`src/rtl/axi_multichain_prewrapper_pkg.sv`:
```
// Shared types and register map for axi_multichain_prewrapper.
// Holds the FSM state encoding, word addresses, CTRL bit indices and STATUS field positions.
package axi_wrap_pkg;

  typedef enum logic [2:0] {
    S_IDLE       = 3'd0,
    S_DUT_REQ    = 3'd1,
    S_DUT_WAIT   = 3'd2,
    S_DUT_ACK    = 3'd3,
    S_DFT_REQ    = 3'd4,
    S_DFT_STREAM = 3'd5,
    S_DFT_ACK    = 3'd6
  } state_t;

  localparam logic [31:0] ADDR_CTRL     = 32'h0000_0000;
  localparam logic [31:0] ADDR_STATUS   = 32'h0000_0001;
  localparam logic [31:0] ADDR_DIN      = 32'h0000_0002;
  localparam logic [31:0] ADDR_DOUT     = 32'h0000_0003;
  localparam logic [31:0] ADDR_BUF_BASE = 32'h0000_0100;

  localparam int unsigned CTRL_START_DUT = 0;
  localparam int unsigned CTRL_START_DFT = 1;
  localparam int unsigned CTRL_CLEAR     = 2;

  localparam int unsigned STAT_STATE_LSB = 0;
  localparam int unsigned STAT_DUT_DONE  = 3;
  localparam int unsigned STAT_DFT_DONE  = 4;
  localparam int unsigned STAT_OVERFLOW  = 5;
  localparam int unsigned STAT_BUSY_ERR  = 6;
  localparam int unsigned STAT_TIMEOUT   = 7;
  localparam int unsigned STAT_COUNT_LSB = 8;

  // Word count can reach 256 for the deepest buffer; the STATUS field is 8 bits.
  function automatic logic [7:0] sat_count(input logic [8:0] cnt);
    return cnt[8] ? 8'hFF : cnt[7:0];
  endfunction

endpackage

```
`src/rtl/axi_multichain_prewrapper_dump_buffer.sv`:
```
// One scan-chain capture buffer: P_DEPTH x 32 RAM, single write port,
// synchronous read port. Contents are not reset.
module dump_buffer #(
  parameter int unsigned P_DEPTH = 32,
  parameter int unsigned P_AW    = 5
) (
  input  logic            clk,
  input  logic            wr_en,
  input  logic [P_AW-1:0] wr_addr,
  input  logic [31:0]     wr_data,
  input  logic [P_AW-1:0] rd_addr,
  output logic [31:0]     rd_data
);

  logic [31:0] mem [P_DEPTH];

  always_ff @(posedge clk) begin
    if (wr_en) mem[wr_addr] <= wr_data;
    rd_data <= mem[rd_addr];
  end

endmodule

```
`src/rtl/axi_multichain_prewrapper.sv`:
```
// AXI register bridge sequencing one DUT channel and P_SC_NBR scan-chain dumps.
// Optional watchdog on REQ/WAIT/STREAM states enabled by macro AXI_WRAP_TIMEOUT_EN.
module axi_multichain_prewrapper
  import axi_wrap_pkg::*;
#(
  parameter int unsigned P_SC_NBR    = 1,
  parameter int unsigned P_DUT_IN_W  = 32,
  parameter int unsigned P_DUT_OUT_W = 32,
  parameter int unsigned P_DEPTH     = 32,
  parameter int unsigned P_TIMEOUT   = 1024
) (
  input  logic                    clk,
  input  logic                    reset,
  input  logic                    axi_wr_val,
  input  logic [31:0]             axi_wr_addr,
  input  logic [31:0]             axi_wr_msg,
  input  logic [31:0]             axi_rd_addr,
  output logic [31:0]             axi_rd_msg,
  output logic [P_DUT_IN_W-1:0]   dut_input_vec,
  input  logic [P_DUT_OUT_W-1:0]  dut_output_vec,
  output logic                    dut_val_op,
  input  logic                    dut_op_ack,
  input  logic                    dut_op_commit,
  output logic                    dut_commit_ack,
  output logic                    dut_sen,
  input  logic [32*P_SC_NBR-1:0]  dft_output_data,
  output logic                    dft_val_op,
  input  logic                    dft_op_ack,
  input  logic                    dft_output_strobe,
  input  logic                    dft_op_commit,
  output logic                    dft_commit_ack
);

  localparam int unsigned AW = (P_DEPTH > 1) ? $clog2(P_DEPTH) : 1;
  localparam int unsigned PW = $clog2(P_DEPTH + 1);
  localparam int unsigned CW = (P_SC_NBR > 1) ? $clog2(P_SC_NBR) : 1;
  localparam logic [31:0] BUF_SPAN = 32'(P_SC_NBR * P_DEPTH);

  state_t                 state, state_nxt;
  logic [PW-1:0]          ptr;
  logic                   dut_done, dft_done, overflow, busy_err, timeout;
  logic [P_DUT_IN_W-1:0]  din_q;
  logic [P_DUT_OUT_W-1:0] dout_q;

  logic ctrl_wr, start_dut, start_dft, clear_req, is_idle;
  logic go_dut, go_dft, do_clear, busy_hit;
  logic strobe_in, buf_we, ovf_hit, wd_expire;

  assign ctrl_wr   = axi_wr_val && (axi_wr_addr == ADDR_CTRL);
  assign start_dut = ctrl_wr && axi_wr_msg[CTRL_START_DUT];
  assign start_dft = ctrl_wr && axi_wr_msg[CTRL_START_DFT];
  assign clear_req = ctrl_wr && axi_wr_msg[CTRL_CLEAR];
  assign is_idle   = (state == S_IDLE);
  // A combined start runs the DUT only; the DFT request is discarded.
  assign go_dut    = is_idle && start_dut;
  assign go_dft    = is_idle && start_dft && !start_dut;
  assign do_clear  = is_idle && clear_req;
  assign busy_hit  = !is_idle && (start_dut || start_dft || clear_req);

  assign strobe_in = (state == S_DFT_STREAM) && dft_output_strobe;
  assign buf_we    = strobe_in && (ptr != PW'(P_DEPTH));
  assign ovf_hit   = strobe_in && (ptr == PW'(P_DEPTH));

  always_ff @(posedge clk) begin
    if (reset) state <= S_IDLE;
    else       state <= state_nxt;
  end

  always_comb begin
    state_nxt      = state;
    dut_val_op     = 1'b0;
    dut_commit_ack = 1'b0;
    dut_sen        = 1'b0;
    dft_val_op     = 1'b0;
    dft_commit_ack = 1'b0;
    case (state)
      S_IDLE: begin
        if (go_dut)      state_nxt = S_DUT_REQ;
        else if (go_dft) state_nxt = S_DFT_REQ;
      end
      S_DUT_REQ: begin
        dut_val_op = 1'b1;
        if (dut_op_ack) state_nxt = S_DUT_WAIT;
      end
      S_DUT_WAIT: begin
        if (dut_op_commit) state_nxt = S_DUT_ACK;
      end
      S_DUT_ACK: begin
        dut_commit_ack = 1'b1;
        state_nxt      = S_IDLE;
      end
      S_DFT_REQ: begin
        dft_val_op = 1'b1;
        dut_sen    = 1'b1;
        if (dft_op_ack) state_nxt = S_DFT_STREAM;
      end
      S_DFT_STREAM: begin
        dut_sen = 1'b1;
        if (dft_op_commit) state_nxt = S_DFT_ACK;
      end
      S_DFT_ACK: begin
        dft_commit_ack = 1'b1;
        state_nxt      = S_IDLE;
      end
      default: state_nxt = S_IDLE;
    endcase
    if (wd_expire) state_nxt = S_IDLE;
  end

`ifdef AXI_WRAP_TIMEOUT_EN
  localparam int unsigned TW = $clog2(P_TIMEOUT + 1);
  logic [TW-1:0] wd_cnt;
  logic          wd_active;

  assign wd_active = state inside {S_DUT_REQ, S_DUT_WAIT, S_DFT_REQ, S_DFT_STREAM};
  assign wd_expire = wd_active && (wd_cnt == TW'(P_TIMEOUT - 1));

  always_ff @(posedge clk) begin
    if (reset)                                 wd_cnt <= '0;
    else if ((state_nxt != state) || strobe_in) wd_cnt <= '0;
    else if (wd_active)                        wd_cnt <= wd_cnt + TW'(1);
  end
`else
  assign wd_expire = 1'b0;
`endif

  always_ff @(posedge clk) begin
    if (reset) begin
      ptr      <= '0;
      dut_done <= 1'b0;
      dft_done <= 1'b0;
      overflow <= 1'b0;
      busy_err <= 1'b0;
      timeout  <= 1'b0;
      din_q    <= '0;
      dout_q   <= '0;
    end else begin
      if (axi_wr_val && (axi_wr_addr == ADDR_DIN)) din_q <= axi_wr_msg[P_DUT_IN_W-1:0];
      if ((state == S_DUT_WAIT) && dut_op_commit)  dout_q <= dut_output_vec;
      if (do_clear) begin
        ptr      <= '0;
        dut_done <= 1'b0;
        dft_done <= 1'b0;
        overflow <= 1'b0;
        busy_err <= 1'b0;
        timeout  <= 1'b0;
      end
      if (go_dut) dut_done <= 1'b0;
      if (go_dft) begin
        dft_done <= 1'b0;
        ptr      <= '0;
      end
      if (busy_hit)              busy_err <= 1'b1;
      if (buf_we)                ptr      <= ptr + PW'(1);
      if (ovf_hit)               overflow <= 1'b1;
      if (state == S_DUT_ACK)    dut_done <= 1'b1;
      if (state == S_DFT_ACK)    dft_done <= 1'b1;
      if (wd_expire)             timeout  <= 1'b1;
    end
  end

  assign dut_input_vec = din_q;

  logic [31:0]    reg_rd, reg_rd_q;
  logic [31:0]    rd_off;
  logic           rd_in_buf, rd_buf_q;
  logic [AW-1:0]  rd_word;
  logic [CW-1:0]  rd_chain, rd_chain_q;
  logic [31:0]    buf_rd [P_SC_NBR];
  logic           unused_rd_bits;

  always_comb begin
    reg_rd = '0;
    case (axi_rd_addr)
      ADDR_STATUS: reg_rd = {16'b0, sat_count(9'(ptr)), timeout, busy_err, overflow,
                             dft_done, dut_done, state};
      ADDR_DIN:    reg_rd = 32'(din_q);
      ADDR_DOUT:   reg_rd = 32'(dout_q);
      default:     reg_rd = '0;
    endcase
  end

  // Chain index sits directly above the word-offset bits of the buffer window.
  assign rd_off         = axi_rd_addr - ADDR_BUF_BASE;
  assign rd_in_buf      = (axi_rd_addr >= ADDR_BUF_BASE) && (rd_off < BUF_SPAN);
  assign rd_word        = rd_off[AW-1:0];
  assign rd_chain       = rd_off[AW +: CW];
  assign unused_rd_bits = ^rd_off[31:AW+CW];

  always_ff @(posedge clk) begin
    if (reset) begin
      reg_rd_q   <= '0;
      rd_buf_q   <= 1'b0;
      rd_chain_q <= '0;
    end else begin
      reg_rd_q   <= reg_rd;
      rd_buf_q   <= rd_in_buf;
      rd_chain_q <= rd_chain;
    end
  end

  assign axi_rd_msg = rd_buf_q ? buf_rd[rd_chain_q] : reg_rd_q;

  for (genvar c = 0; c < P_SC_NBR; c++) begin : g_chain
    dump_buffer #(
      .P_DEPTH (P_DEPTH),
      .P_AW    (AW)
    ) u_buf (
      .clk     (clk),
      .wr_en   (buf_we),
      .wr_addr (ptr[AW-1:0]),
      .wr_data (dft_output_data[32*c +: 32]),
      .rd_addr (rd_word),
      .rd_data (buf_rd[c])
    );
  end

endmodule

```
`config.mk`:
```
export PLATFORM = sky130hd
export DESIGN_NAME = axi_multichain_prewrapper
export DESIGN_NICKNAME = d
export VERILOG_FILES = /design/src/rtl/axi_multichain_prewrapper_pkg.sv /design/src/rtl/axi_multichain_prewrapper_dump_buffer.sv /design/src/rtl/axi_multichain_prewrapper.sv
export SDC_FILE = /design/constraint.sdc
export NUM_CORES = 1
export LEC_CHECK = 0
export ABC_CLOCK_PERIOD_IN_PS = 3600
export BUFFER_PORTS_ARGS = -buffer_cell sky130_fd_sc_hd__buf_2
export CAP_MARGIN = 20
export CORE_MARGIN = 2
export CORE_UTILIZATION = 61
export CTS_CLUSTER_DIAMETER = 100
export DETAILED_ROUTE_END_ITERATION = 6
export PLACE_DENSITY = 0.8
export SLEW_MARGIN = 20
export SYNTH_ARGS = -nofsm -noshare
export SYNTH_HDL_FRONTEND = slang
export SYNTH_SLANG_ARGS = --single-unit
export TNS_END_PERCENT = 5
```
`constraint.sdc`:
```
create_clock -name clk -period 3.6 [get_ports clk]
set_input_delay 0.54 -clock clk [delete_from_list [all_inputs] [get_ports clk]]
set_output_delay 0.54 -clock clk [all_outputs]
set_load 0.02 [all_outputs]
```
==> results.py, run 1 <==
metrics = {
    "status": {
        "outcome": "finished, final reports clean",
    },
    "logic_synthesis": {
        "synthMuxAreaShare_pct": 16.3,
        "synth_top_family_by_area": "multiplexers",
        "synth_area_leaders": "edfxtp_1, mux4_2, dfxtp_1",
        "synthTopCellsByCount": "edfxtp_1, mux4_2, mux2i_1, dfxtp_1, nand2_1",
        "netlist_instances": 2274,
        "synth_area_per_cell_sq_um": 19.7,
        "synth_seq_area_share_pct": 74.8,
        "synth-xor-area-share_pct": 0.0390,
        "async_reset_ff_share_pct": 0,
        "synth_edf_count": 1024,
        "syn_nets": 2446,
        "yosys.area.top_type_share_pct": 68.5,
        "yosys_most_used_dff": "edfxtp_1",
        "synthAdderAreaFrac_pct": 0.111,
        "yosys.area.top_type": "edfxtp_1",
        "yosysWarnings": 0,
        "synth_compound_area_share_pct": 3.35,
        "synth.cell_area_sq_um": 44900,
        "synth_seq_cells": 1166,
        "synthMostInstantiatedCell": "edfxtp_1",
        "synth_cell_types": 66,
        "yosys.area_share.simple_pct": 3.38,
    },
    "floorplan": {
        "rows": 99,
        "fp.dieArea_sq_um": 75800,
        "die_w_um": 275,
        "placeableCoreArea_sq_um": 73000,
        "pin_count": 237,
        "initial_core_util_pct": 61.5,
        "die_h_um": 275,
    },
    "clock_tree": {
        "clk_pin_slew_ns": 0.07,
        "cts-root-buf": "clkbuf_16",
        "postCtsSetupRepairBufs": 0,
        "cts_hold_buffers": 0,
        "h-tree-depth": 3,
        "cts_buffer_depth": 3,
        "cts_resized": 0,
        "cts_buffers": 110,
        "cts_tree": "done",
        "clock-sinks": 1166,
        "clock_latency_ns": 0.69,
    },
    "run": {
        "cap_viol_max_count": 0,
    },
    "sta": {
        "max_freq_mhz": 353,
        "finalSetupTns_ns": 0,
        "hold_ws_ns": 0.0885,
        "relSlewSlack_pct": 17.9,
        "fin_skew_ns": 0.0448,
        "finalSetupViolCount": 0,
        "final.period_utilization_pct": 78.8,
        "hold_viol_final": 0,
        "period_minus_slack_ns": 2.84,
        "worst_slew_pin_slew_ns": 1.23,
        "rsz0062_at_grt": "false",
        "drv_slew": 0,
    },
    "detailed_routing": {
        "num_vias": 24600,
        "dr.pass1.iters": 5,
        "drt_iter0_drc": 3210,
        "wl_per_cell_um": 32.3,
        "wirelength_um": 118000,
        "detail-route-antenna-nets": 0,
        "drc": 0,
        "vias_per_cell": 6.76,
    },
    "finish": {
        "final_cells": 3646,
        "stdcell_area_sq_um": 51300,
        "seqCellArea_sq_um": 33600,
        "fin_nets": 2763,
        "fill_cells": 4124,
        "multi_input_area_sq_um": 10700,
        "drive_gt1_share_pct": 31.0,
        "area_growth_syn_to_layout_pct": 14.3,
    },
    "power_and_ir_drop": {
        "p_int_mw": 21.9,
        "power.share.switching_pct": 20.9,
        "power.density_nw_per_um2": 540,
        "max-vdd-ir-drop_v": 0.000479,
        "p_comb_share_pct": 4.3,
        "p_seq_share_pct": 53.4,
        "total_power_mw": 27.7,
        "clkPwrFrac_pct": 42.3,
        "p_leak_nw": 17.1,
        "switchingPower_mw": 5.78,
    },
    "worst_setup_path": {
        "crit_required_ns": 3.97,
        "cp_cell_sequence": "nand4b_1 -> o21ba_1 -> nand2_1 -> buf_4 -> nor2_4 -> buf_4",
        "crit_path_end": "g_chain[0].u_buf.mem[6][4]",
        "crit_cells": 6,
        "cp_max_fo": 14,
        "r2r_setup_slack_ns": 0.76,
        "crit_top_cell": "buf_4",
        "cpMaxStageDelayCell": "dfxtp_1",
        "cp.arrival_ns": 3.20,
        "criticalPathCategory": "register to register",
        "cpPeakStageDelay_ns": 0.60,
        "crit_buf_inv": 2,
        "endpoint_kind": "register",
        "regToRegEndpoint": "g_chain[0].u_buf.mem[6][4]",
        "r2r_start": "state[0]",
        "r2r_cells": 6,
        "crit_start": "state[0]",
        "crit_family": "simple AND/OR/NAND/NOR gates",
        "start_kind": "register",
    },
    "placed_design": {
        "hpwlAfterDp_um": 66000,
        "place_area_sq_um": 47600,
        "placed_cells": 3438,
        "io_buffers": 236,
        "gp_congestion": 0.890,
    },
    "global_route": {
        "grt_pass1_wl_um": 168000,
        "busiest_layer": "met2",
        "grt_use_total_pct": 31.3,
        "grt_pass1_vias": 25200,
        "gr-usage-met3_pct": 8.04,
        "use_met2_pct": 50.4,
        "use_met1_pct": 39.6,
        "antenna_found_initial": 8,
        "grt-ovfl-total": 0,
        "grt_max_degree": 72,
    },
    "worst_hold_path": {
        "hold_path_class": "primary input to register",
        "min_from": "dut_output_vec[16]",
    },
}
[final cells by class]
type                            instances  share of cell area [%]
Clock inverter                         73                    1.47
Tap cell                              959                    2.34
Multi-Input combinational cell        967                    20.7
Antenna cell                            2                 0.00975
Inverter                               10                  0.0731
Timing Repair Buffer                  336                    4.22
Sequential cell                      1166                    65.4
Clock buffer                          133                    5.69
[worst min-delay path by stage]
| stage | end | slack [ns] | cells past startpoint |
|---|---|---|---|
| after global placement | dft_done | 0.43 | 2 |
| after floorplan | dft_done | 0.42 | 2 |
| final | dout_q[16] | 0.09 | 3 |
| after detailed placement | dft_done | 0.44 | 2 |
| after global routing | dut_input_vec[16] | 0.09 | 3 |
| after CTS | dout_q[16] | 0.06 | 3 |
[logic make-up (layout without fill, tap and decap cells)]
logic type,Yosys count,in the layout
flops,1166,1166
mux,429,429
simple gates,336,336
compound gates,196,196
buf+inv,141,552
fa+ha+maj,4,4
xor+xnor,2,2
other cells,0,2
[worst min-delay path, delay by kind of cell]
family	cells	cell delay [ns]
buffers and inverters	1	0.09
AO/OA/AOI/OAI	1	0.05
AND/OR/NAND/NOR	1	0.05
[layer usage]
metal | share of wire [%] | vias up
li1 | - | 9890
met1 | 34 | 12500
met2 | 48 | 1848
met3 | 12 | 362
met4 | 5.4 | 8
met5 | 0.046 | -
[flip-flops by register name, summed over array words and instances, names as in the netlist]
| register | cells |
|---|---|
| g_chain.u_buf.mem | 1024 |
| dout_q | 32 |
| dut_input_vec | 32 |
| g_chain.u_buf.rd_data | 32 |
| reg_rd_q | 32 |
| ptr | 6 |
| state | 3 |
| busy_err | 1 |
| dft_done | 1 |
| dut_done | 1 |
| overflow | 1 |
| rd_buf_q | 1 |
[per-stage QoR]
| stage | util [%] | setup slack [ns] |
|---|---|---|
| final | 70.4 | 0.765 |
| after global routing | 70.3 | 0.662 |
| after CTS | 70.3 | 0.793 |
| after detailed placement | 65.3 | 0.804 |
| after global placement | 65.3 | 0.805 |
| after floorplan | - | 0.538 |
[layout by cell type (no fill, tap or decap), types with 5 or more instances in the layout]
cell type   Yosys  final
nor4_1         14     14
buf_2          38    233
a21oi_1        50     50
nand2_1       130    130
nor2b_1         9      7
edfxtp_1     1024   1024
nor3b_1         6      6
buf_4           7     84
nand3_1         8      8
o21ai_0        10     10
a22o_1         15     15
a22oi_1        15     15
a221oi_2        7      7
nand2b_1       10     10
mux4_1          9      9
a32o_1         20     20
nor2_4          0     33
or3_1           5      5
mux4_2        225    225
mux2i_1       153    153
bufinv_16       0     13
inv_1          10      9
clkbuf_16       0    111
nor3_1         15     15
clkbuf_1       47     16
o22ai_1         7      7
clkinv_2        0     26
clkinvlp_4      0      5
o31ai_1         8      8
dfxtp_1       142    141
a221oi_1       34     34
nor2_1        109     76
clkinv_1        0     21
buf_12          7     17
or2_2           8      8
clkbuf_8        0      6
mux2_2         42     42
o21ai_1         6      6
[power groups by stage]
stage	clock, mW	sequential [mW]	combinational [mW]
detailed placement	0	15.1	1.14
finish	11.7	14.8	1.18
global placement	0	15.1	1.10
floorplan	0	15.0	0.673
CTS	11.8	14.8	1.17
global route	12.3	14.8	1.25
Power figures use the tool's default switching activity.
==> run 2, diff against run 1 <==
--- a/config.mk
+++ b/config.mk
@@ -5,7 +5,7 @@
 export SDC_FILE = /design/constraint.sdc
 export NUM_CORES = 1
 export LEC_CHECK = 0
-export ABC_CLOCK_PERIOD_IN_PS = 3600
+export ABC_CLOCK_PERIOD_IN_PS = 2950
 export BUFFER_PORTS_ARGS = -buffer_cell sky130_fd_sc_hd__buf_2
 export CAP_MARGIN = 20
 export CORE_MARGIN = 2
==> constraint.sdc (replaced) <==
create_clock -name clk -period 2.95 [get_ports clk]
set_input_delay 0.4425 -clock clk [delete_from_list [all_inputs] [get_ports clk]]
set_output_delay 0.4425 -clock clk [all_outputs]
set_load 0.02 [all_outputs]
==> run 2 against run 1 <==
Register-to-register slack got worse by 0.32 ns. Global-route usage increased by 1.8 points. Die area unchanged. Worst hold slack got worse by 0.067 ns. Non-clock buffer count increased by 58. Clock skew decreased by 0.022 ns. Flip-flop and latch count unchanged. Final area increased by 1.5%. Largest power group unchanged.
==> results.py, run 2 (same netlist as run 1, synthesis figures left out) <==
metrics = {
    "clock_tree": {
        "cts-root-buf": "clkbuf_16",
        "clock_latency_ns": 0.69,
        "h-tree-depth": 3,
        "clk_pin_slew_ns": 0.06,
        "cts_resized": 0,
        "cts_buffer_depth": 3,
        "cts_buffers": 107,
        "clock-sinks": 1166,
        "postCtsSetupRepairBufs": 0,
        "cts_hold_buffers": 35,
        "cts_tree": "done",
    },
    "finish": {
        "drive_gt1_share_pct": 31.0,
        "largest_reg_flops": 1024,
        "area_growth_syn_to_layout_pct": 16.0,
        "final_cell_mix": "edfxtp_1, buf_2, mux4_2",
        "top_register": "g_chain.u_buf.mem",
        "fill_cells": 4009,
        "fin_nets": 2818,
        "final_common_cell": "edfxtp_1",
    },
    "global_route": {
        "grt_max_degree": 71,
        "grt_pass1_wl_um": 175000,
        "grt_pass1_vias": 25500,
        "antenna_found_initial": 13,
        "grt_use_total_pct": 33.0,
        "grt-ovfl-total": 0,
    },
    "power_and_ir_drop": {
        "clkPwrFrac_pct": 42.4,
        "p_comb_share_pct": 4.4,
        "p_seq_share_pct": 53.2,
        "switchingPower_mw": 7.08,
        "power.density_nw_per_um2": 651,
        "max-vdd-ir-drop_v": 0.000494,
        "p_leak_nw": 17.5,
        "total_power_mw": 33.9,
        "power.share.switching_pct": 20.9,
        "p_int_mw": 26.8,
    },
    "detailed_routing": {
        "num_vias": 25200,
        "dr.pass1.iters": 6,
        "detail-route-antenna-nets": 0,
        "vias_per_cell": 6.80,
        "wl_per_cell_um": 33.5,
        "drc": 0,
        "wirelength_um": 124000,
        "drt_iter0_drc": 3341,
    },
    "worst_setup_path": {
        "cp.arrival_ns": 2.27,
        "crit_required_ns": 2.51,
        "criticalPathCategory": "register to output pin",
        "endpoint_kind": "output pin",
        "cp_max_fo": 32,
        "start_kind": "register",
    },
    "floorplan": {
        "die_w_um": 275,
        "rows": 99,
        "placeableCoreArea_sq_um": 73000,
        "fp.dieArea_sq_um": 75800,
        "initial_core_util_pct": 61.5,
        "die_h_um": 275,
        "pin_count": 237,
    },
    "placed_design": {
        "io_buffers": 236,
        "post-place-ws_ns": 0.446,
        "gp_congestion": 0.884,
        "hpwlAfterDp_um": 67800,
    },
    "status": {
        "outcome": "finished, final reports clean",
    },
    "sta": {
        "max_freq_mhz": 369,
        "worst_slew_pin_slew_ns": 0.956,
        "final.period_utilization_pct": 91.9,
        "finalSetupViolCount": 0,
        "hold_viol_final": 0,
        "period_minus_slack_ns": 2.71,
        "rsz0062_at_grt": "false",
        "fin_skew_ns": 0.0232,
        "relSlewSlack_pct": 36.0,
        "drv_slew": 0,
        "worst_slack_ns": 0.239,
    },
    "worst_hold_path": {
        "hold_path_class": "primary input to register",
    },
    "run": {
        "cap_viol_max_count": 0,
    },
}
==> run 2: cell count changes in the layout (fill, tap and decap cells not counted), moves of 2 or more <==
cell	previous run	this run
clkinv_2	26	20
clkinvlp_4	5	2
clkbuf_8	6	8
buf_12	17	37
dlygate4sd3_1	0	35
clkbuf_1	16	26
clkinv_1	21	14
diode_2	2	4
clkinvlp_2	2	0
buf_4	84	87
==> run 2: power groups by stage <==
stage | combinational [mW] | clock [mW] | sequential, mW
3_3_place_gp | 1.35 | 0 | 18.4
6_report | 1.49 | 14.4 | 18.1
5_1_grt | 1.57 | 15.0 | 18.0
2_1_floorplan | 0.822 | 0 | 18.3
3_5_place_dp | 1.39 | 0 | 18.4
4_1_cts | 1.46 | 14.5 | 18.0
==> run 2: cell type report <==
cell class | instances | area, sq um | share of cell area [%]
inverters | 10 | 37.5 | 0.0721
clock inverters | 56 | 679 | 1.30
diodes | 4 | 10.0 | 0.0192
well taps | 959 | 1200 | 2.30
multi-input cells | 967 | 10700 | 20.4
clock buffers | 146 | 2970 | 5.71
flip-flops and latches | 1166 | 33600 | 64.5
repair buffers | 394 | 2940 | 5.65
==> run 2: metal layers <==
metal	vias up	global-route usage (%)	wire length [um]
met5	-	0	82
met4	12	19.6	7820
met3	452	9.20	16100
met2	2066	52.7	59200
met1	12600	40.9	40900
li1	10000	-	-
==> run 2: per-stage QoR <==
step / std cells / TNS [ns] / utilization, % / area (sq um) / hold WS [ns]
after CTS: 3698 / 0 / 71.4 / 52100 / 0.000275
after floorplan: 2274 / -81.89 / - / 44900 / 0.424
after detailed placement: 3461 / 0 / 65.9 / 48100 / 0.449
after global routing: 3701 / 0 / 71.4 / 52100 / 0.0117
after global placement: 3461 / 0 / 65.9 / 48100 / 0.442
final: 3702 / 0 / 71.4 / 52100 / 0.0210
==> run 2: path summary, 6_finish.rpt <==
check | start | to | slack [ns] | cells after the start
worst max register to register | ptr[0] | g_chain[0].u_buf.mem[8][7] | 0.44 | 8
worst min register to register | dout_q[19] | dout_q[19] | 0.46 | 2
worst max-delay path | rd_buf_q | axi_rd_msg[26] | 0.24 | 2
worst min-delay path | axi_wr_msg[15] | dut_input_vec[15] | 0.02 | 3
==> run 2: worst max-delay path, cell delays in order, from the launching register on <==
cell     delay (ns)
dfxtp_2        0.92
mux2_2         0.47
buf_2          0.18
